## src/rtl/cam_buf_rd.sv

```systemverilog
// cam_buf_rd: LCD raster reader for the camera ping-pong frame buffers.
// Optional colour-bar pattern on blank frames: define CAM_BUF_RD_TEST_PATTERN_EN.
module cam_buf_rd #(
   parameter int H_ACTIVE = 480,
   parameter int H_SYNC   = 41,
   parameter int H_BP     = 2,
   parameter int H_FP     = 2,
   parameter int V_ACTIVE = 272,
   parameter int V_SYNC   = 10,
   parameter int V_BP     = 2,
   parameter int V_FP     = 2
) (
   input  logic        iClk,
   input  logic        wRsn,
   input  logic        buf_sel_i,
   input  logic        buf0_full_i,
   input  logic        buf1_full_i,
   output logic        ram_rd_en_o,
   output logic [16:0] ram_rd_addr_o,
   output logic        ram_rd_buf_o,
   input  logic [15:0] ram_rd_data_i,
   output logic        lcd_hsync_o,
   output logic        lcd_vsync_o,
   output logic        lcd_de_o,
   output logic [15:0] lcd_rgb_o,
   output logic        rd_done_o,
   output logic [1:0]  dbg_state
);

   localparam int H_TOTAL = H_SYNC + H_BP + H_ACTIVE + H_FP;
   localparam int V_TOTAL = V_SYNC + V_BP + V_ACTIVE + V_FP;
   localparam int HW      = (H_TOTAL > 2) ? $clog2(H_TOTAL) : 1;
   localparam int VW      = (V_TOTAL > 2) ? $clog2(V_TOTAL) : 1;

   localparam logic [HW-1:0] H_LAST     = HW'(H_TOTAL - 1);
   localparam logic [HW-1:0] H_SYNC_END = HW'(H_SYNC);
   localparam logic [HW-1:0] H_ACT_BEG  = HW'(H_SYNC + H_BP);
   localparam logic [HW-1:0] H_ACT_END  = HW'(H_SYNC + H_BP + H_ACTIVE - 1);
   localparam logic [VW-1:0] V_LAST     = VW'(V_TOTAL - 1);
   localparam logic [VW-1:0] V_SYNC_END = VW'(V_SYNC);
   localparam logic [VW-1:0] V_ACT_BEG  = VW'(V_SYNC + V_BP);
   localparam logic [VW-1:0] V_ACT_END  = VW'(V_SYNC + V_BP + V_ACTIVE - 1);

   typedef enum logic [1:0] {
      F_WAIT   = 2'd0,
      F_ACTIVE = 2'd1,
      F_DONE   = 2'd2
   } state_t;

   state_t        state, state_nxt;
   logic [HW-1:0] h_cnt;
   logic [VW-1:0] v_cnt;
   logic [16:0]   pix_cnt;
   logic          have_frame;
   logic          reading;
   logic          cur_buf;
   logic          want_full;
   logic          hs_raw, vs_raw, h_act, v_act, active;
   logic          frame_start, last_pix;
   logic [15:0]   pat_raw;

   logic          hs_d1, vs_d1, de_d1;
   logic          hs_d2, vs_d2, de_d2, rd_d2;
   logic [15:0]   pat_d1, pat_d2;

   // Raster counters: sync, back porch, active, front porch in that order.
   always_ff @(posedge iClk or negedge wRsn) begin
      if (!wRsn) begin
         h_cnt <= '0;
         v_cnt <= '0;
      end else if (h_cnt == H_LAST) begin
         h_cnt <= '0;
         v_cnt <= (v_cnt == V_LAST) ? '0 : v_cnt + VW'(1);
      end else begin
         h_cnt <= h_cnt + HW'(1);
      end
   end

   always_comb begin
      hs_raw      = (h_cnt >= H_SYNC_END);
      vs_raw      = (v_cnt >= V_SYNC_END);
      h_act       = (h_cnt >= H_ACT_BEG) && (h_cnt <= H_ACT_END);
      v_act       = (v_cnt >= V_ACT_BEG) && (v_cnt <= V_ACT_END);
      active      = h_act && v_act;
      frame_start = (h_cnt == '0) && (v_cnt == '0);
      last_pix    = (h_cnt == H_ACT_END) && (v_cnt == V_ACT_END);
      want_full   = buf_sel_i ? buf0_full_i : buf1_full_i;
   end

   // The buffer choice is frozen at frame start; flag changes later in the
   // frame wait for the next one.
   always_ff @(posedge iClk or negedge wRsn) begin
      if (!wRsn) begin
         cur_buf    <= 1'b0;
         have_frame <= 1'b0;
         reading    <= 1'b0;
      end else if (frame_start) begin
         if (want_full) begin
            cur_buf    <= ~buf_sel_i;
            have_frame <= 1'b1;
            reading    <= 1'b1;
         end else begin
            reading    <= have_frame;
         end
      end
   end

   always_ff @(posedge iClk or negedge wRsn) begin
      if (!wRsn) begin
         pix_cnt <= '0;
      end else if (frame_start) begin
         pix_cnt <= '0;
      end else if (active) begin
         pix_cnt <= pix_cnt + 17'd1;
      end
   end

   always_ff @(posedge iClk or negedge wRsn) begin
      if (!wRsn) state <= F_WAIT;
      else       state <= state_nxt;
   end

   always_comb begin
      state_nxt = state;
      case (state)
         F_WAIT:   if (active) state_nxt = last_pix ? F_DONE : F_ACTIVE;
         F_ACTIVE: if (last_pix) state_nxt = F_DONE;
         F_DONE:   state_nxt = F_WAIT;
         default:  state_nxt = F_WAIT;
      endcase
   end

   assign dbg_state    = state;
   assign ram_rd_buf_o = cur_buf;

`ifdef CAM_BUF_RD_TEST_PATTERN_EN
   localparam int BAR_W = (H_ACTIVE >= 8) ? H_ACTIVE / 8 : 1;
   int col, bar;
   always_comb begin
      col = int'(h_cnt) - (H_SYNC + H_BP);
      bar = col / BAR_W;
      case (bar)
         0:       pat_raw = 16'hFFFF;
         1:       pat_raw = 16'hFFE0;
         2:       pat_raw = 16'h07FF;
         3:       pat_raw = 16'h07E0;
         4:       pat_raw = 16'hF81F;
         5:       pat_raw = 16'hF800;
         6:       pat_raw = 16'h001F;
         default: pat_raw = 16'h0000;
      endcase
   end
`else
   assign pat_raw = 16'h0000;
`endif

   // Read handshake: ram_rd_en_o is a single-cycle request with no
   // backpressure; ram_rd_data_i must be valid exactly one clock later.
   always_ff @(posedge iClk or negedge wRsn) begin
      if (!wRsn) begin
         ram_rd_en_o   <= 1'b0;
         ram_rd_addr_o <= '0;
         rd_done_o     <= 1'b0;
         hs_d1         <= 1'b1;
         vs_d1         <= 1'b1;
         de_d1         <= 1'b0;
         pat_d1        <= '0;
      end else begin
         ram_rd_en_o <= active && reading;
         if (active && reading) ram_rd_addr_o <= pix_cnt;
         rd_done_o   <= (state == F_DONE) && reading;
         hs_d1       <= hs_raw;
         vs_d1       <= vs_raw;
         de_d1       <= active;
         pat_d1      <= (active && !reading) ? pat_raw : 16'h0000;
      end
   end

   // Stage 2 lines up with the returning RAM data, stage 3 drives the pins.
   always_ff @(posedge iClk or negedge wRsn) begin
      if (!wRsn) begin
         hs_d2       <= 1'b1;
         vs_d2       <= 1'b1;
         de_d2       <= 1'b0;
         rd_d2       <= 1'b0;
         pat_d2      <= '0;
         lcd_hsync_o <= 1'b1;
         lcd_vsync_o <= 1'b1;
         lcd_de_o    <= 1'b0;
         lcd_rgb_o   <= '0;
      end else begin
         hs_d2       <= hs_d1;
         vs_d2       <= vs_d1;
         de_d2       <= de_d1;
         rd_d2       <= ram_rd_en_o;
         pat_d2      <= pat_d1;
         lcd_hsync_o <= hs_d2;
         lcd_vsync_o <= vs_d2;
         lcd_de_o    <= de_d2;
         if (!de_d2)     lcd_rgb_o <= 16'h0000;
         else if (rd_d2) lcd_rgb_o <= ram_rd_data_i;
         else            lcd_rgb_o <= pat_d2;
      end
   end

endmodule

```

## config.mk

```make
export PLATFORM = sky130hd
export DESIGN_NAME = cam_buf_rd
export DESIGN_NICKNAME = d
export VERILOG_FILES = /design/src/rtl/cam_buf_rd.sv
export SDC_FILE = /design/constraint.sdc
export NUM_CORES = 1
export LEC_CHECK = 0
export CAP_MARGIN = 30
export CORE_ASPECT_RATIO = 0.75
export CORE_UTILIZATION = 55
export DETAILED_ROUTE_END_ITERATION = 12
export PLACE_DENSITY = 0.93
export SETUP_SLACK_MARGIN = 0.5
export SYNTH_ARGS = -nofsm -noshare
export SYNTH_HDL_FRONTEND = slang
export SYNTH_SLANG_ARGS = --single-unit
```

## constraint.sdc

```tcl
create_clock -name iClk -period 5.6 [get_ports iClk]
set_input_delay 0.56 -clock iClk [delete_from_list [all_inputs] [get_ports iClk]]
set_output_delay 0.56 -clock iClk [all_outputs]
set_load 0.005 [all_outputs]
```

* Word-level counts from Yosys, hierarchy flattened
Cells that the tools add are included.
** Storage, ports and cells
- Input bits :: 21
- Output and inout bits :: 41
- Register bits after elaboration :: 85
** Cells by class
- Add/subtract/negate cells :: 3
- Bitwise operators :: 1
- Magnitude comparators :: 6
- Reduce and logical (&&, ||, !) cells :: 13
- Mux-type cells :: 12
- Eq/ne operators :: 8
** Operators by type and width (count)
- 17-bit two-way mux :: 2
- 16-bit two-way mux :: 2
- 10-bit equality test, second input constant :: 2
- 10-bit by 6-bit greater-or-equal comparator with 1-bit output, second input constant :: 2
- 9-bit equality test, second input constant :: 2
- 9-bit by 4-bit greater-or-equal comparator with 1-bit output, second input constant :: 2
- 17-bit by 1-bit adder with 17-bit output, second input constant :: 1
- 10-bit by 1-bit adder with 10-bit output, second input constant :: 1
- 10-bit less-or-equal comparator, second input constant :: 1
- 10-bit logical NOT :: 1
- 10-bit two-way mux :: 1
- 9-bit by 1-bit adder with 9-bit output, second input constant :: 1
- 9-bit less-or-equal comparator, second input constant :: 1
- 9-bit logical NOT :: 1
- 9-bit two-way mux :: 1
- 1-bit logical AND :: 7
- 2-bit two-way mux :: 3
- 2-bit != test, second input constant :: 2
- 2-bit one-hot mux with 2 select lines :: 1
- 2-bit AND reduction :: 2
- 2-bit by 1-bit equality test with 1-bit output, second input constant :: 1
- 2-bit equality test, second input constant :: 1
- 2-bit logical NOT :: 1
- 1-bit two-way mux :: 2
- other kinds (2) :: 2

* Longest topological paths before layout
Gate-level depths: netlist of run 1.
- Word-level depth :: 5
- Depth in mapped cells :: 9

* Worst setup path before layout of run 1
Ideal clock, no wire load.
- Kind :: flip-flop to flip-flop
- From :: reg h_cnt[0]
- To :: reg ram_rd_addr_o[10]
- Required time :: 5.475 ns
- Cell stages (with the launch flop) :: 9
- Setup slack :: 3.513 ns
- Path buffers :: 1
- Clock period less this slack :: 2.087 ns
- Data arrival time :: 1.962 ns
- Cells stage by stage :: dfrtp_1 > ha_1 > o21a_1 > o21ai_0 > a21oi_1 > o21a_4 > nand3_4 > buf_6 > mux2_4
** On the way
- Longest elaborated chain between the ends :: 4
- Elaborated cells on any way between the ends :: 5
** Ends and longest elaborated chain
- from (decl) :: line 51 : logic [HW-1:0] h_cnt;
- from (signal assigned) :: line 75 : h_cnt <= h_cnt + HW'(1);
- 10-bit by 6-bit greater-or-equal comparator with 1-bit output / 10-bit less-or-equal comparator (equally long branches) :: line 82 : h_act = (h_cnt >= H_ACT_BEG) && (h_cnt <= H_ACT_END);
- 1-bit logical AND (*) :: line 82
- 1-bit logical AND (*) :: line 84 : active = h_act && v_act;
- 1-bit logical AND (*) :: line 170 : if (active && reading) ram_rd_addr_o <= pix_cnt;
- to (signal assigned) :: line 170
- to (decl) :: line 19 : output logic [16:0] ram_rd_addr_o,
Every way passes the cells marked *; elsewhere a longest branch is shown, timed or not.
A chain may end at the register's enable or synchronous reset.

* Worst setup path after layout of run 1
- From :: reg pix_cnt[0]
- To :: reg pix_cnt[16]
** On the way
- Longest elaborated chain between the ends :: 3
** Ends and longest elaborated chain
- from (decl) :: line 53 : logic [16:0] pix_cnt;
- from (signal assigned) :: line 114 : pix_cnt <= pix_cnt + 17'd1;
- 17-bit by 1-bit adder with 17-bit output :: line 114
- 17-bit two-way mux :: line 113 : end else if (active) begin
- 17-bit two-way mux :: line 111 : end else if (frame_start) begin
Every way passes these cells. The select of a mux whose other input is x is not followed.

==> results of run 1 <==
## layout make-up
cell class / count / area, um^2
Tap cell: 81 / 101
Clock buffer: 10 / 138
Clock inverter: 6 / 77.6
Multi-Input combinational cell: 225 / 1590
Sequential cell: 85 / 2130
Fill cell: 424 / 1800
Timing Repair Buffer: 62 / 636
Inverter: 8 / 30.0
## report_power, final
part           total [mW]  internal [mW]  switching (mW)
sequential          0.615          0.614        0.000854
clock               0.467          0.227           0.240
combinational      0.0292         0.0147          0.0145
total                1.11          0.855           0.256
## layout by cell type, fill, tap and decap left out, types with 2 or more instances in the layout
master / instances
a21oi_1: 13
a31oi_1: 2
and2_1: 3
and3_1: 22
and4_1: 5
clkbuf_8: 10
clkdlybuf4s50_1: 60
dfrtp_1: 79
dfstp_2: 6
ha_1: 9
inv_1: 8
inv_8: 2
mux2_2: 8
mux2_4: 9
mux2i_1: 4
nand2_1: 24
nand2b_1: 2
nand3_1: 17
nand4_1: 5
nand4b_1: 2
nor2_1: 15
nor2b_1: 3
nor3_1: 5
nor4_1: 2
nor4b_1: 2
o211ai_1: 2
o21ai_0: 22
o31ai_1: 7
or3_1: 5
or3_4: 2
or4_1: 5
xnor2_1: 6
xor2_1: 4
## stage by stage
| stage | instance area (um^2) | power [mW] | utilization | hold WS, ns |
|---|---|---|---|---|
| floorplan | 3820 | 0.628 | - | 0.264 |
| global placement | 4460 | 0.653 | 0.686 | 0.339 |
| detailed placement | 4490 | 0.657 | 0.690 | 0.347 |
| CTS | 4700 | 1.12 | 0.723 | 0.0341 |
| global route | 4700 | 1.15 | 0.723 | 0.0334 |
| finish | 4700 | 1.11 | 0.723 | 0.0321 |
## cell families after synthesis
logic type | count (synthesis) | synth area share
buf+inv | 22 | 0.0252
compound gates | 56 | 0.0901
xor+xnor | 10 | 0.0229
flops | 85 | 0.559
mux | 21 | 0.0695
simple gates | 129 | 0.204
fa+ha+maj | 9 | 0.0295
## how the worst min path moves through the flow
stage	from	to	slack [ns]	depth (start not counted)
floorplan	wRsn	dbg_state[0]$_DFFE_PN0P_	0.26	0
global placement	de_d1$_DFF_PN0_	de_d2$_DFF_PN0_	0.34	0
detailed placement	hs_d2$_DFF_PN1_	lcd_hsync_o$_DFF_PN1_	0.35	0
CTS	wRsn	lcd_rgb_o[3]$_DFF_PN0_	0.03	1
global route	wRsn	lcd_rgb_o[1]$_DFF_PN0_	0.03	1
finish	wRsn	lcd_rgb_o[3]$_DFF_PN0_	0.03	1
## synthesized netlist by cell type (all sizes together)
library cell / count
xor2: 4
nor3b: 1
or4: 5
nand2: 24
o21ai: 23
nand3: 18
o2111ai: 1
mux2i: 4
o21a: 2
nand4b: 2
a21oi: 13
o22ai: 1
nor2b: 3
nor3: 6
nand4: 5
o31a: 1
o41ai: 1
and4bb: 1
mux2: 17
or3: 7
o211ai: 2
o2bb2ai: 1
o31ai: 7
nor2: 15
and3: 23
and2: 4
ha: 9
xnor2: 6
nor4: 2
or2: 1
nand2b: 3
dfrtp: 79
o21bai: 1
clkbuf: 8
and3b: 1
inv: 8
and4: 5
buf: 6
a31oi: 2
dfstp: 6
nor4b: 3
o311ai: 1
## registers in the layout (all words and copies together) (netlist names), 2 cells and up
name,count
pix_cnt,17
ram_rd_addr_o,17
lcd_rgb_o,16
h_cnt,10
v_cnt,9
dbg_state,2
## metal layers
layer,global-route usage,vias up
met1,0.344,1403
met3,0.0620,23
met5,0,-
li1,-,1323
met4,0.114,0
met2,0.427,128
==> flow_summary.yaml, run 1 <==
route:
  route.layer.met1.wl_mm: 3.75
  first_iter_violations: 245
  met3WireLength_um: 608
  drt_wl_total_mm: 8.74
  drt_first_pass_iters: 13
  highest_layer: "met4"
  wl_met2_mm: 4.20
  ant_nets: 0
  drcViolationCount: 6
  vias: 2877
  drt-vias-per-instance: 6.03
  wire_per_inst_um: 18.3
clock_tree:
  cts_buffers: 9
  clkSinkCount: 85
  path_clk_slew_ns: 0.10
  post_cts_resized: 0
  cts_tree: "yes"
  cts_root_buf: "clkbuf_8"
  insertion_delay_ns: 0.37
  clock_path_buffers: 2
  htreeDepth: 3
  ctsHoldBuffers: 0
  cts_setup_buffers: 0
sta:
  finalHoldViolCount: 0
  period_share: 0.434
  max_freq_ghz: 0.412
  max_slew_margin: 0.411
  fin_skew_ns: 0.0126
  rsz0062_at_grt: "false"
  worstMarginPinSlew_ns: 0.877
  maxSlewViolCount: 0
  fin_crit_ns: 2.43
  setup_viol: 0
  tns_ns: 0
  fin_ws_ns: 3.17
yosys:
  synthCells: 332
  syn_area_um2: 3820
  syn-num-nets: 362
  synth.yosys.warnings: 0
  ys_ff_latch: 85
  yosys.area.top_type_share: 0.518
  post-synth-top-area-cell: "dfrtp_1"
  ys_seq_area_frac: 0.559
  synth.area.top_cells: "dfrtp_1, dfstp_2, and3_1, mux2_4, ha_1"
  ys_types: 53
  synth.avg_cell_area_um2: 11.5
global_route:
  globalRoute.totalOverflow: 0
  grt_pass1_vias: 2891
  antenna_found_initial: 0
  grt_pass1_wl_mm: 14.4
  grt_max_degree: 72
  grt_use_total: 0.262
placed_design:
  dp_slack_ns: 3.22
  io_buffers: 61
  placed_cells: 461
  gp_congestion: 0.844
  dp_hpwl_mm: 5.96
power:
  leakage_nw: 2.15
  power_density_nw_per_um2: 236
  irDropWorstVdd_mv: 0.207
floorplanning:
  die-area_um2: 7280
  rows: 25
  die_width_um: 98.2
  fp.dieH_um: 74.2
  start_util: 0.587
  ios: 62
  core_um2: 6510
critical_path:
  worstPathRequired_ns: 5.89
  reg2reg_to: "pix_cnt[16]$_DFFE_PN0P_"
  crit_path_max_incr_delay_ns: 0.76
  end_kind: "flop"
  reg2regPathDepth: 6
  crit_end: "pix_cnt[16]$_DFFE_PN0P_"
  cp-startpoint: "pix_cnt[0]$_DFFE_PN0P_"
  r2r-start: "pix_cnt[0]$_DFFE_PN0P_"
  r2r_slack_ns: 3.17
  crit_type: "reg -> reg"
  critPathMaxFanout: 7
  crit_chain: "ha_1, nand3_1, nor3_1, nand4_1, or3_1, a21oi_1"
  cpMaxStageDelayCell: "nor3_1"
  arrival_ns: 2.72
  startpoint_type: "flop"
  cp_top_family: "simple AND/OR/NAND/NOR gates"
  cp.buffers_inverters: 0
  path_depth: 6
run_status:
  status: "complete, but fails checks"
  violations: "design-rule violations"
job:
  cap_violations: 0
finish:
  area_growth_pct: 23.2
  drive_above_1_share: 0.131
  stdcell_count: 477
  nets: 421
  diodes: 0
worst_hold_path:
  min_path_type: "in -> async"
Note: power is estimated with default switching activity, not from simulation.
==> run 2: changes to the inputs <==
--- a/config.mk
+++ b/config.mk
@@ -7,9 +7,9 @@
 export LEC_CHECK = 0
 export CAP_MARGIN = 30
 export CORE_ASPECT_RATIO = 0.75
-export CORE_UTILIZATION = 55
+export CORE_UTILIZATION = 48
 export DETAILED_ROUTE_END_ITERATION = 12
-export PLACE_DENSITY = 0.93
+export PLACE_DENSITY = 0.87
 export SETUP_SLACK_MARGIN = 0.5
 export SYNTH_ARGS = -nofsm -noshare
 export SYNTH_HDL_FRONTEND = slang
==> constraint.sdc (replaced) <==
create_clock -name iClk -period 2.2 [get_ports iClk]
set_input_delay 0.22 -clock iClk [delete_from_list [all_inputs] [get_ports iClk]]
set_output_delay 0.22 -clock iClk [all_outputs]
set_load 0.005 [all_outputs]
==> flow_summary.yaml, run 2 (synthesis results as in run 1) <==
finish:
  drive_above_1_share: 0.341
  stdcell_count: 547
  nets: 471
  diodes: 0
  layout_commonest_cell: "dfrtp_1"
  area_growth_pct: 41.2
  final_cell_mix: "dfrtp_1, clkdlybuf4s50_1, buf_4"
  reg_top3: "pix_cnt x17, ram_rd_addr_o x17, lcd_rgb_o x16"
floorplanning:
  ios: 62
  fp.dieH_um: 79.2
  rows: 27
  start_util: 0.507
  core_um2: 7530
  die_width_um: 105
  die-area_um2: 8320
critical_path:
  cp.buffers_inverters: 1
  crit_path_max_incr_delay_ns: 0.54
  r2r_slack_ns: 0.1
  worstPathRequired_ns: 2.46
  startpoint_type: "flop"
  reg2regPathDepth: 6
  cp_top_family: "simple AND/OR/NAND/NOR gates"
  reg2reg_to: "ram_rd_buf_o$_DFFE_PN0P_"
  crit_chain: "buf_4, or4_1, nor4b_4, and3_4, nand2_1, o2bb2ai_1"
  cpMaxStageDelayCell: "or4_1"
  r2r-start: "v_cnt[3]$_DFFE_PN0N_"
  end_kind: "flop"
  crit_type: "reg -> reg"
  critPathMaxFanout: 6
  arrival_ns: 2.36
sta:
  tns_ns: 0
  max_freq_ghz: 0.476
  maxSlewViolCount: 0
  fin_skew_ns: 0.00666
  period_share: 0.955
  fin_crit_ns: 2.10
  rsz0062_at_grt: "true"
  worstMarginPinSlew_ns: 0.571
  finalHoldViolCount: 0
  max_slew_margin: 0.619
  setup_viol: 0
power:
  leakage_nw: 2.44
  clock_power_share: 0.394
  p_sw_frac: 0.239
  power_density_nw_per_um2: 501
  p_comb_frac: 0.027
  irDropWorstVdd_mv: 0.323
  intPower_mw: 2.06
  p_sw_uw: 645
  seqPwrFrac: 0.579
clock_tree:
  cts_buffers: 9
  path_clk_slew_ns: 0.09
  htreeDepth: 3
  cts_tree: "yes"
  clkSinkCount: 85
  insertion_delay_ns: 0.36
  cts_root_buf: "clkbuf_8"
  clock_path_buffers: 2
route:
  ant_nets: 0
  drcViolationCount: 0
  vias: 3240
  drt-vias-per-instance: 5.92
  first_iter_violations: 236
  drt_wl_total_mm: 10.4
  drt_first_pass_iters: 5
  wire_per_inst_um: 18.9
placed_design:
  dp_hpwl_mm: 5.97
  placed_cells: 497
  gp_congestion: 0.843
  io_buffers: 61
global_route:
  grt_max_degree: 47
  grt_pass1_wl_mm: 15.8
  grt_pass1_vias: 3148
  antenna_found_initial: 0
  globalRoute.totalOverflow: 0
  grt_use_total: 0.250
run_status:
  status: "finished clean"
worst_hold_path:
  min_path_type: "reg -> reg"
  whs_endpoint: "vs_d2$_DFF_PN1_"
  min-delay-start: "vs_d1$_DFF_PN1_"
  min_delay_path_depth: 0
job:
  cap_violations: 0
==> run 2: timing repair <==
item,CTS,global route
pin swaps,25,18
hold buffers,1,0
buffers inserted,23,8
cloned,1,1
endpoints found under the hold margin,45,0
endpoints found under the setup margin,55,56
resized for setup,52,29
==> run 2: final cells by class <==
cell class                      instances  area, um^2
Fill cell                             461        2140
Timing Repair Buffer                  110        1030
Clock inverter                          6        57.6
Sequential cell                        85        2140
Tap cell                              101         126
Inverter                                8        30.0
Multi-Input combinational cell        227        1870
Clock buffer                           10         138
==> run 2: metrics by stage <==
step / hold slack (ns) / worst slack [ns] / utilization / power [mW] / cell area, um^2
2_1_floorplan: -0.0756 / 0.156 / - / 1.60 / 3880
3_3_place_gp: 0.241 / 0.113 / 0.618 / 1.67 / 4650
3_5_place_dp: 0.250 / 0.0298 / 0.618 / 1.67 / 4650
4_1_cts: 0.360 / 0.177 / 0.691 / 2.72 / 5210
5_1_grt: 0.367 / 0.0563 / 0.715 / 2.81 / 5390
6_report: 0.359 / 0.100 / 0.715 / 2.70 / 5390
==> run 2: how the worst max path moves through the flow <==
stage	from	cells after the start	slack (ns)	to
global route	h_cnt[1]$_DFF_PN0_	8	0.06	pix_cnt[8]$_DFFE_PN0P_
floorplan	h_cnt[8]$_DFF_PN0_	7	0.16	ram_rd_addr_o[10]$_DFFE_PN0P_
detailed placement	h_cnt[0]$_DFF_PN0_	8	0.03	ram_rd_addr_o[16]$_DFFE_PN0P_
global placement	h_cnt[8]$_DFF_PN0_	6	0.11	ram_rd_addr_o[9]$_DFFE_PN0P_
CTS	h_cnt[8]$_DFF_PN0_	7	0.18	ram_rd_addr_o[10]$_DFFE_PN0P_
finish	v_cnt[3]$_DFFE_PN0N_	6	0.1	ram_rd_buf_o$_DFFE_PN0P_
==> run 2: per-layer routing <==
metal | part of all wire | track usage
met1 | 0.40 | 0.306
met2 | 0.49 | 0.423
met3 | 0.072 | 0.0772
met4 | 0.036 | 0.0859
met5 | 0 | 0
==> run 2: power groups by stage <==
stage	Sequential, mW	Clock [mW]	Combinational (mW)
2_1_floorplan	1.60	0	0.00241
3_5_place_dp	1.59	0	0.0731
5_1_grt	1.57	1.16	0.0819
4_1_cts	1.56	1.08	0.0755
3_3_place_gp	1.60	0	0.0716
6_report	1.56	1.06	0.0741
==> run 3: changes to the inputs <==
--- a/config.mk
+++ b/config.mk
@@ -7,9 +7,9 @@
 export LEC_CHECK = 0
 export CAP_MARGIN = 30
 export CORE_ASPECT_RATIO = 0.75
-export CORE_UTILIZATION = 48
+export CORE_UTILIZATION = 55
 export DETAILED_ROUTE_END_ITERATION = 12
-export PLACE_DENSITY = 0.87
+export PLACE_DENSITY = 0.8
 export SETUP_SLACK_MARGIN = 0.5
 export SYNTH_ARGS = -nofsm -noshare
 export SYNTH_HDL_FRONTEND = slang
==> constraint.sdc (replaced) <==
create_clock -name iClk -period 2.5 [get_ports iClk]
set_input_delay 0.25 -clock iClk [delete_from_list [all_inputs] [get_ports iClk]]
set_output_delay 0.25 -clock iClk [all_outputs]
set_load 0.005 [all_outputs]
==> flow_summary.yaml, run 3 (synthesis results as in run 1) <==
global_route:
  antenna_found_initial: 0
  grt_pass1_vias: 2785
  grt_max_degree: 86
  globalRoute.totalOverflow: 0
  grt_use_total: 0.258
  grt_pass1_wl_mm: 14.1
finish:
  n_fill_cell: 370
  layout_commonest_cell: "dfrtp_1"
  final_cell_mix: "dfrtp_1, clkdlybuf4s50_1, buf_4"
  multi_input_area_um2: 1760
  nets: 457
  regArea_um2: 2150
  stdcell_area_um2: 5220
  area_growth_pct: 36.6
  drive_above_1_share: 0.287
  reg_top3: "pix_cnt x17, ram_rd_addr_o x17, lcd_rgb_o x16"
  stdcell_count: 513
  diodes: 0
critical_path:
  reg2reg_to: "ram_rd_addr_o[1]$_DFFE_PN0P_"
  arrival_ns: 2.41
  critPathMaxFanout: 7
  reg2regPathDepth: 7
  startpoint_type: "flop"
  crit_type: "reg -> reg"
  r2r-start: "v_cnt[0]$_DFFE_PN0N_"
  worstPathRequired_ns: 2.76
  r2r_slack_ns: 0.35
  end_kind: "flop"
placed_design:
  placed_cells: 464
  dp_slack_ns: 0.255
  gp_congestion: 0.852
  dp_hpwl_mm: 5.61
  placed_area_um2: 4510
  io_buffers: 61
sta:
  worstMarginPinSlew_ns: 0.449
  fin_crit_ns: 2.15
  whs_ns: 0.354
  max_slew_margin: 0.700
  rsz0062_at_grt: "true"
  tns_ns: 0
  setup_viol: 0
  finalHoldViolCount: 0
  fin_skew_ns: 0.00839
  period_share: 0.860
  maxSlewViolCount: 0
  fin_ws_ns: 0.350
  max_freq_ghz: 0.465
route:
  first_iter_violations: 260
  wire_per_inst_um: 18.4
  vias: 3041
  ant_nets: 0
  drt-vias-per-instance: 5.93
  drt_first_pass_iters: 10
  drt_wl_total_mm: 9.43
  drcViolationCount: 8
power:
  intPower_mw: 1.92
  clock_power_share: 0.418
  p_sw_frac: 0.227
  leakage_nw: 2.38
  irDropWorstVdd_mv: 0.379
  power_density_nw_per_um2: 475
  seqPwrFrac: 0.556
  p_sw_uw: 562
  p_comb_frac: 0.026
worst_hold_path:
  min_path_type: "reg -> reg"
  min-delay-start: "hs_d2$_DFF_PN1_"
  min_delay_path_depth: 0
  whs_endpoint: "lcd_hsync_o$_DFF_PN1_"
clock_tree:
  cts_tree: "yes"
  cts_root_buf: "clkbuf_8"
  path_clk_slew_ns: 0.09
  insertion_delay_ns: 0.37
  clock_path_buffers: 2
  cts_buffers: 9
  clkSinkCount: 85
  htreeDepth: 3
floorplanning:
  die-area_um2: 7280
  start_util: 0.587
  core_um2: 6510
  ios: 62
  fp.dieH_um: 74.2
  die_width_um: 98.2
  rows: 25
job:
  cap_violations: 0
run_status:
  status: "complete, but fails checks"
  violations: "design-rule violations"
-- run 3: power by group through the flow --
stage                     logic (mW)  clock network (mW)  registers, mW
final                         0.0643                1.04           1.38
after global routing          0.0721                1.13           1.38
after CTS                     0.0659                1.05           1.38
after detailed placement      0.0642                   0           1.40
after global placement        0.0646                   0           1.40
after floorplan              0.00212                   0           1.40
-- run 3: through the flow --
stage          total power [mW]   util
4_1_cts                    2.49  0.768
6_report                   2.48  0.802
5_1_grt                    2.58  0.802
3_5_place_dp               1.47  0.694
2_1_floorplan              1.41      -
3_3_place_gp               1.47  0.694
-- run 3: timing repair --
item	4_1_cts	5_1_grt
gates resized for setup	18	35
endpoints found under the hold margin	79	0
pin swaps	13	25
setup endpoints to repair	43	47
setup buffers	19	10
hold buffers	1	0
gates cloned	1	2
-- run 3: layout make-up --
cell class                 count  area share
sequential                    85       0.412
inverter                       8     0.00576
multi-input combinational    226       0.337
clock buffer                  10      0.0264
timing repair buffer          97       0.185
clock inverter                 6      0.0149
tap                           81      0.0194
-- run 3: routing by layer --
layer  global-route usage  vias up  part of all wire
met5                    0        -                 0
met3               0.0733       23             0.070
li1                     -     1386                 -
met1                0.359     1483              0.44
met2                0.406      149              0.47
met4               0.0697        0             0.020
-- run 3: how the worst max path moves through the flow --
stage	from	end	cells past startpoint
floorplan	h_cnt[8]$_DFF_PN0_	ram_rd_addr_o[10]$_DFFE_PN0P_	7
global placement	h_cnt[0]$_DFF_PN0_	ram_rd_addr_o[8]$_DFFE_PN0P_	7
detailed placement	h_cnt[0]$_DFF_PN0_	ram_rd_addr_o[8]$_DFFE_PN0P_	7
CTS	h_cnt[8]$_DFF_PN0_	ram_rd_addr_o[8]$_DFFE_PN0P_	7
global route	h_cnt[1]$_DFF_PN0_	pix_cnt[13]$_DFFE_PN0P_	9
finish	v_cnt[0]$_DFFE_PN0N_	ram_rd_addr_o[1]$_DFFE_PN0P_	7
-- run 3: worst max-delay path, stage by stage (launching register included) --
cell,delay (ns)
dfrtp_2,0.46
ha_1,0.28
o311ai_1,0.29
nand2_1,0.17
o21a_4,0.17
nand3_4,0.15
clkbuf_16,0.18
mux2_2,0.33
